===== config.mk =====
export PLATFORM = sky130hd
export DESIGN_NAME = temp_i2c_poller_flat
export DESIGN_NICKNAME = d
export VERILOG_FILES = /design/src/rtl/temp_i2c_poller_pkg.sv /design/src/rtl/temp_i2c_poller_if.sv /design/src/rtl/i2c_qtr_tick.sv /design/src/rtl/temp_i2c_poller.sv /design/src/flat_wrapper.sv
export SDC_FILE = /design/constraint.sdc
export NUM_CORES = 1
export LEC_CHECK = 0
export ABC_AREA = 1
export CORE_MARGIN = 5
export CORE_UTILIZATION = 40
export CTS_CLUSTER_SIZE = 28
export DETAILED_ROUTE_END_ITERATION = 16
export PLACE_DENSITY = 0.54
export SLEW_MARGIN = 15
export SYNTH_ARGS = -nofsm -noshare
export SYNTH_HDL_FRONTEND = slang
export SYNTH_SLANG_ARGS = --single-unit

===== constraint.sdc =====
create_clock -name clk_25MHz -period 1.85 [get_ports clk_25MHz]
set_input_delay 0.555 -clock clk_25MHz [delete_from_list [all_inputs] [get_ports clk_25MHz]]
set_output_delay 0.555 -clock clk_25MHz [all_outputs]
set_load 0.005 [all_outputs]

===== src/rtl/temp_i2c_poller_pkg.sv =====
// Shared constants for the temperature-sensor I2C poller: FSM encoding,
// quarter-bit phase names and the transaction length in bit periods.
package temp_i2c_pkg;

  typedef enum logic [3:0] {
    ST_IDLE  = 4'd0,
    ST_START = 4'd1,
    ST_ADDR  = 4'd2,
    ST_AACK  = 4'd3,
    ST_RDH   = 4'd4,
    ST_MACK  = 4'd5,
    ST_RDL   = 4'd6,
    ST_MNACK = 4'd7,
    ST_STOP  = 4'd8
  } state_e;

  localparam logic [1:0] Q0 = 2'd0;
  localparam logic [1:0] Q1 = 2'd1;
  localparam logic [1:0] Q2 = 2'd2;
  localparam logic [1:0] Q3 = 2'd3;

  // START + addr(8) + ack + byte(8) + ack + byte(8) + nack + STOP
  localparam int TXN_BITS = 29;

endpackage


===== src/rtl/temp_i2c_poller_if.sv =====
// Open-drain I2C pad bundle: the master pulls lines low via *_oe and
// reads the resolved SDA level back on sda_i.
interface temp_i2c_poller_if;
  logic sda_i;
  logic scl_oe;
  logic sda_oe;

  modport master (input sda_i, output scl_oe, output sda_oe);
  modport slave  (output sda_i, input scl_oe, input sda_oe);
endinterface


===== src/rtl/i2c_qtr_tick.sv =====
// Quarter-bit tick generator: divides clk by QTR_DIV while enabled and
// tracks the 2-bit phase within the current SCL bit period.
module i2c_qtr_tick #(
  parameter int QTR_DIV = 31
) (
  input  logic       clk_25MHz,
  input  logic       reset,
  input  logic       enable,
  output logic       tick,
  output logic [1:0] phase
);
  localparam int CW = (QTR_DIV > 1) ? $clog2(QTR_DIV) : 1;

  logic [CW-1:0] cnt;

  assign tick = enable && (cnt == CW'(QTR_DIV - 1));

  // Held at zero while idle so every transaction starts on a fresh q0.
  always_ff @(posedge clk_25MHz) begin
    if (reset || !enable) begin
      cnt   <= '0;
      phase <= 2'd0;
    end else if (tick) begin
      cnt   <= '0;
      phase <= phase + 2'd1;
    end else begin
      cnt   <= cnt + 1'b1;
    end
  end
endmodule


===== src/rtl/temp_i2c_poller.sv =====
// Periodic I2C read of a 16-bit temperature word: START, addr+R, two data
// bytes (ACK then NACK), STOP; triggered by a poll timer or a start pulse.
module temp_i2c_poller
  import temp_i2c_pkg::*;
#(
  parameter int          QTR_DIV     = 31,
  parameter int          POLL_CYCLES = 25_000_000,
  parameter logic [6:0]  DEV_ADDR    = 7'h4B
) (
  input  logic                      clk_25MHz,
  input  logic                      reset,
  input  logic                      start,
  temp_i2c_poller_if.master         i2c,
  output logic [15:0]               temp_data,
  output logic                      data_valid,
  output logic                      busy,
  output logic                      ack_error
);
  localparam int PW = $clog2(POLL_CYCLES);

  state_e        state, state_n;
  logic [PW-1:0] poll_cnt;
  logic          wrap, trig;
  logic          tick, first_q, bit_end, sample, bit_scl;
  logic [1:0]    phase;
  logic [2:0]    bit_idx;
  logic [7:0]    shreg, data_hi;
  logic          scl_oe, sda_oe;

  assign busy    = (state != ST_IDLE);
  assign wrap    = (poll_cnt == PW'(POLL_CYCLES - 1));
  assign trig    = (start | wrap) & ~busy;
  assign bit_end = tick & (phase == Q3);
  assign sample  = first_q & (phase == Q2);
  assign bit_scl = (phase == Q0) | (phase == Q3);

  assign i2c.scl_oe = scl_oe;
  assign i2c.sda_oe = sda_oe;

  i2c_qtr_tick #(.QTR_DIV(QTR_DIV)) u_tick (
    .clk_25MHz (clk_25MHz),
    .reset     (reset),
    .enable    (busy),
    .tick      (tick),
    .phase     (phase)
  );

  always_ff @(posedge clk_25MHz) begin
    if (reset) state <= ST_IDLE;
    else       state <= state_n;
  end

  always_comb begin
    state_n = state;
    scl_oe  = 1'b0;
    sda_oe  = 1'b0;
    unique case (state)
      ST_IDLE:  if (trig) state_n = ST_START;
      ST_START: begin
        sda_oe = phase[1];
        scl_oe = (phase == Q3);
        if (bit_end) state_n = ST_ADDR;
      end
      ST_ADDR: begin
        scl_oe = bit_scl;
        sda_oe = ~shreg[7];
        if (bit_end && bit_idx == 3'd7) state_n = ST_AACK;
      end
      ST_AACK: begin
        scl_oe = bit_scl;
        if (bit_end) state_n = ack_error ? ST_STOP : ST_RDH;
      end
      ST_RDH: begin
        scl_oe = bit_scl;
        if (bit_end && bit_idx == 3'd7) state_n = ST_MACK;
      end
      ST_MACK: begin
        scl_oe = bit_scl;
        sda_oe = 1'b1;
        if (bit_end) state_n = ST_RDL;
      end
      ST_RDL: begin
        scl_oe = bit_scl;
        if (bit_end && bit_idx == 3'd7) state_n = ST_MNACK;
      end
      ST_MNACK: begin
        scl_oe = bit_scl;
        if (bit_end) state_n = ST_STOP;
      end
      ST_STOP: begin
        scl_oe = (phase == Q0);
        sda_oe = (phase != Q3);
        if (bit_end) state_n = ST_IDLE;
      end
      default: state_n = ST_IDLE;
    endcase
  end

  // Datapath; SDA is sampled on the first clock of q2, mid SCL-high.
  always_ff @(posedge clk_25MHz) begin
    if (reset) begin
      poll_cnt   <= '0;
      first_q    <= 1'b0;
      bit_idx    <= 3'd0;
      shreg      <= 8'h00;
      data_hi    <= 8'h00;
      temp_data  <= 16'h0000;
      data_valid <= 1'b0;
      ack_error  <= 1'b0;
    end else begin
      poll_cnt   <= wrap ? '0 : poll_cnt + 1'b1;
      first_q    <= tick;
      data_valid <= 1'b0;
      if (trig) begin
        ack_error <= 1'b0;
        shreg     <= {DEV_ADDR, 1'b1};
        bit_idx   <= 3'd0;
      end
      unique case (state)
        ST_ADDR: if (bit_end) begin
          shreg   <= {shreg[6:0], 1'b0};
          bit_idx <= bit_idx + 3'd1;
        end
        ST_AACK: if (sample && i2c.sda_i) ack_error <= 1'b1;
        ST_RDH, ST_RDL: begin
          if (sample) shreg <= {shreg[6:0], i2c.sda_i};
          if (bit_end) begin
            bit_idx <= bit_idx + 3'd1;
            if (state == ST_RDH && bit_idx == 3'd7) data_hi <= shreg;
          end
        end
        ST_STOP: if (bit_end && !ack_error) begin
          temp_data  <= {data_hi, shreg};
          data_valid <= 1'b1;
        end
        default: ;
      endcase
    end
  end
endmodule

===== src/flat_wrapper.sv =====
// flat-port wrapper written by rule: the top's interface ports become plain ports
module temp_i2c_poller_flat import temp_i2c_pkg::*;
#(
  parameter int          QTR_DIV     = 31,
  parameter int          POLL_CYCLES = 25_000_000,
  parameter logic [6:0]  DEV_ADDR    = 7'h4B
)
  (clk_25MHz, reset, start, temp_data, data_valid, busy, ack_error, i2c_sda_i, i2c_scl_oe, i2c_sda_oe);
  temp_i2c_poller_if i2c_i ();
  input  logic clk_25MHz;
  input  logic reset;
  input  logic start;
  output logic [15:0] temp_data;
  output logic data_valid;
  output logic busy;
  output logic ack_error;
  input wire logic [$bits(i2c_i.sda_i)-1:0] i2c_sda_i;
  output wire logic [$bits(i2c_i.scl_oe)-1:0] i2c_scl_oe;
  output wire logic [$bits(i2c_i.sda_oe)-1:0] i2c_sda_oe;
  assign i2c_i.sda_i = i2c_sda_i;
  assign i2c_scl_oe = i2c_i.scl_oe;
  assign i2c_sda_oe = i2c_i.sda_oe;
  temp_i2c_poller #(.QTR_DIV(QTR_DIV), .POLL_CYCLES(POLL_CYCLES), .DEV_ADDR(DEV_ADDR)) u_core (.clk_25MHz(clk_25MHz), .reset(reset), .start(start), .i2c(i2c_i), .temp_data(temp_data), .data_valid(data_valid), .busy(busy), .ack_error(ack_error));
endmodule

==> qor.csv <==
metric,value,unit
first-pass GRT wire length,13000,um
"Net Count, Synth",481,
Initial Util,41.3,%
status,"complete, but fails checks",
post-synthesis adder-cell area fraction,2.92,%
complex-gate fraction of the synthesized area,13.3,%
Yosys cell types,38,
main combinational cell family by area after synthesis,simple AND/OR/NAND/NOR gates,
Worst-Margin Slew,0.350,ns
I/O Pins,25,
Synth Flop Type,dfxtp_1,
failing checks,negative setup slack,
"EDFF count, synth",0,
"Period Utilization, post-route",102,%
Post-DP HPWL,5670,um
Num CTS Buffers,9,
WL per Instance,12.2,um
final net count,534,
Ys Warns,0,
RSZ-0062 raised after global routing,yes,
synth cell count leaders,"nand2_1 (90), dfxtp_1 (74), nor2_1 (61), inv_1 (56), a21oi_1 (47)",
"Seq/Total Area, Yosys",43.2,%
CP cell instances,"inv_2, ha_4, o311ai_2, buf_2",
GR Overflow Total,0,
vias,3067,
simple-gate portion of the synthesized area,30.3,%
Residual DRC,0,
Rel. slew slack,76.5,%
WP data arrival,1.33,ns
MaxCap Viol Count,0,
Critical Path Sink Type,primary output,
"slowest stage delay, CP",0.34,ns
area of the multi-input gates,0.00171,mm2
clk_lat worst skew,0.35,ns
GPL Wtd Cong,0.846,
Port Buf Inserts,24,
clock-pin slew on the worst setup and hold paths,0.08,ns
pin count of the biggest net entering global routing,31,
final hold vios,0,
Startpoint Class,flop,
"count leader, synth",nand2_1,
Pins Over Slew Limit,0,
# diodes,0,
CTS Sinks,74,
layout cells sized above 1,17.5,%
Die Span Y,103,um
htree depth,3,
Core Area,0.00830,mm2
Placement Setup Slack,-0.256,ns
Hold Worst Slack,0.452,ns
XOR/XNOR Fraction of Synth Area,1.79,%
Die Area,0.0105,mm2
min Tclk post-route,1.88,ns
HP Class,flop to flop,
CTS tree,yes,
# setup viols final,3,
Clock Root Buffer,clkbuf_8,
fillers,827,
violation count after the first detailed-route iteration,106,
Seq cells post-synth,74,
Area Overhead vs Synth,24.4,%
Synth area leader,dfxtp_1,
first-pass iteration count of the detailed router,4,
Antenna Violating Nets Remaining,0,
Crit-path slowest cell,dfxtp_2,
post-synthesis mux area share,0,%
maximum clock frequency,531,MHz
CTS Buffer Depth,2,
Pwr Density,1100,mW/mm2
Sequential Area,0.00150,mm2
vias in the first global route,2805,
hold_buf cts,0,
DIE WIDTH,103,um
via-per-instance ratio,4.85,
Crit Path Max Fanout,2,
PnR worst setup slack,-0.0319,ns
drt total wl,7710,um
Crit Path Class,flop to primary output,
clock skew,0.0103,ns
asr flop ratio synth,0,%
Mapped Avg Cell Area,7.31,um2
Max VDD drop,0.668,mV
leakage,0.00168,uW
gr usage total,15.5,%
initial antenna violation count,0,
row count,33,
"Req. time, crit path",1.29,ns
ranking of synthesized cells by area,"dfxtp_1 (43%), nand2_1 (9.9%), a21oi_1 (6.9%)",
Mapped Area,0.00343,mm2
Synth Instances,469,
top-area cell type share of the netlist area,43.2,%
-- cells in the final DEF, fill, tap and decap left out, drive strengths merged, types with 9 or more instances in the layout --
master,instances
a21oi,48
buf,30
clkbuf,9
clkdlybuf4s50,21
dfxtp,74
inv,63
nand2,99
nand3,29
nor2,69
nor3,9
o21ai,32
-- layer usage --
metal | wire, um | global-route usage (%) | share of wire (%) | vias up
li1 | - | - | - | 1622
met1 | 3950 | 21.8 | 51 | 1389
met2 | 3390 | 23.1 | 44 | 42
met3 | 239 | 2.98 | 3.1 | 14
met4 | 135 | 7.06 | 1.8 | 0
met5 | 0 | 0 | 0 | -
-- power breakdown --
part	internal, uW	switching, uW	leakage, uW
clock	771	639	0.000114
combinational	601	845	0.000968
sequential	1720	113	0.000602
total	3090	1600	0.00168
-- logic make-up (layout without fill, tap and decap cells) --
kind of cell             count (synthesis)  after routing
AO/OA/AOI/OAI                           85             85
flip-flops                              74             74
AND/OR/NAND/NOR                        224            224
adder cells (fa/ha/maj)                  8              8
XOR/XNOR                                 7              7
buffers and inverters                   71            129
-- final cells by class --
class,instances,share of cell area (%)
repair buffers,52,11.0
clock buffers,9,2.91
inverters,61,5.43
well taps,105,3.08
multi-input cells,324,40.2
flip-flops and latches,74,35.1
clock inverters,7,2.35
-- critical path: cells and delay by family (launching register included) --
family	cells	cell delay, ns
AOI/OAI and AO/OA	1	0.21
DFF	1	0.34
adders and majority gates	1	0.23
buffers and inverters	2	0.21
-- repair_timing --
action	4_1_cts	5_1_grt
setup endpoints to repair	4	15
setup buffers	3	3
cloned	0	0
resized for setup	27	5
pin swaps	4	2
-- worst paths after layout --
kind | from | endpoint | slack, ns | cells after the start
worst min register to register | u_core.poll_cnt[0] | u_core.poll_cnt[0] | 0.45 | 1
worst max register to register | u_core.poll_cnt[0] | u_core.state[2] | 0.19 | 11
worst max-delay path | u_core.u_tick.phase[1] | i2c_scl_oe | -0.03 | 4
worst min-delay path | u_core.poll_cnt[0] | u_core.poll_cnt[0] | 0.45 | 1
-- flip-flops by register name (all words and copies together) (netlist names) --
signal / flops
u_core.u_tick.phase: 2
u_core.data_valid: 1
u_core.state: 4
u_core.temp_data: 16
u_core.poll_cnt: 25
u_core.shreg: 8
u_core.bit_idx: 3
u_core.data_hi: 8
u_core.ack_error: 1
u_core.u_tick.cnt: 5
u_core.first_q: 1
-- stage by stage --
step / area, um2 / util [%] / setup TNS [ns] / power [uW] / cells
floorplan: 3430 / - / 0 / 2700 / 469
global placement: 3930 / 47.3 / -0.354 / 3210 / 610
detailed placement: 3930 / 47.3 / -0.332 / 3210 / 610
CTS: 4220 / 50.9 / -0.115 / 4690 / 629
global route: 4260 / 51.4 / -0.268 / 5000 / 632
finish: 4260 / 51.4 / -0.0633 / 4690 / 632
Power figures use the tool's default switching activity.
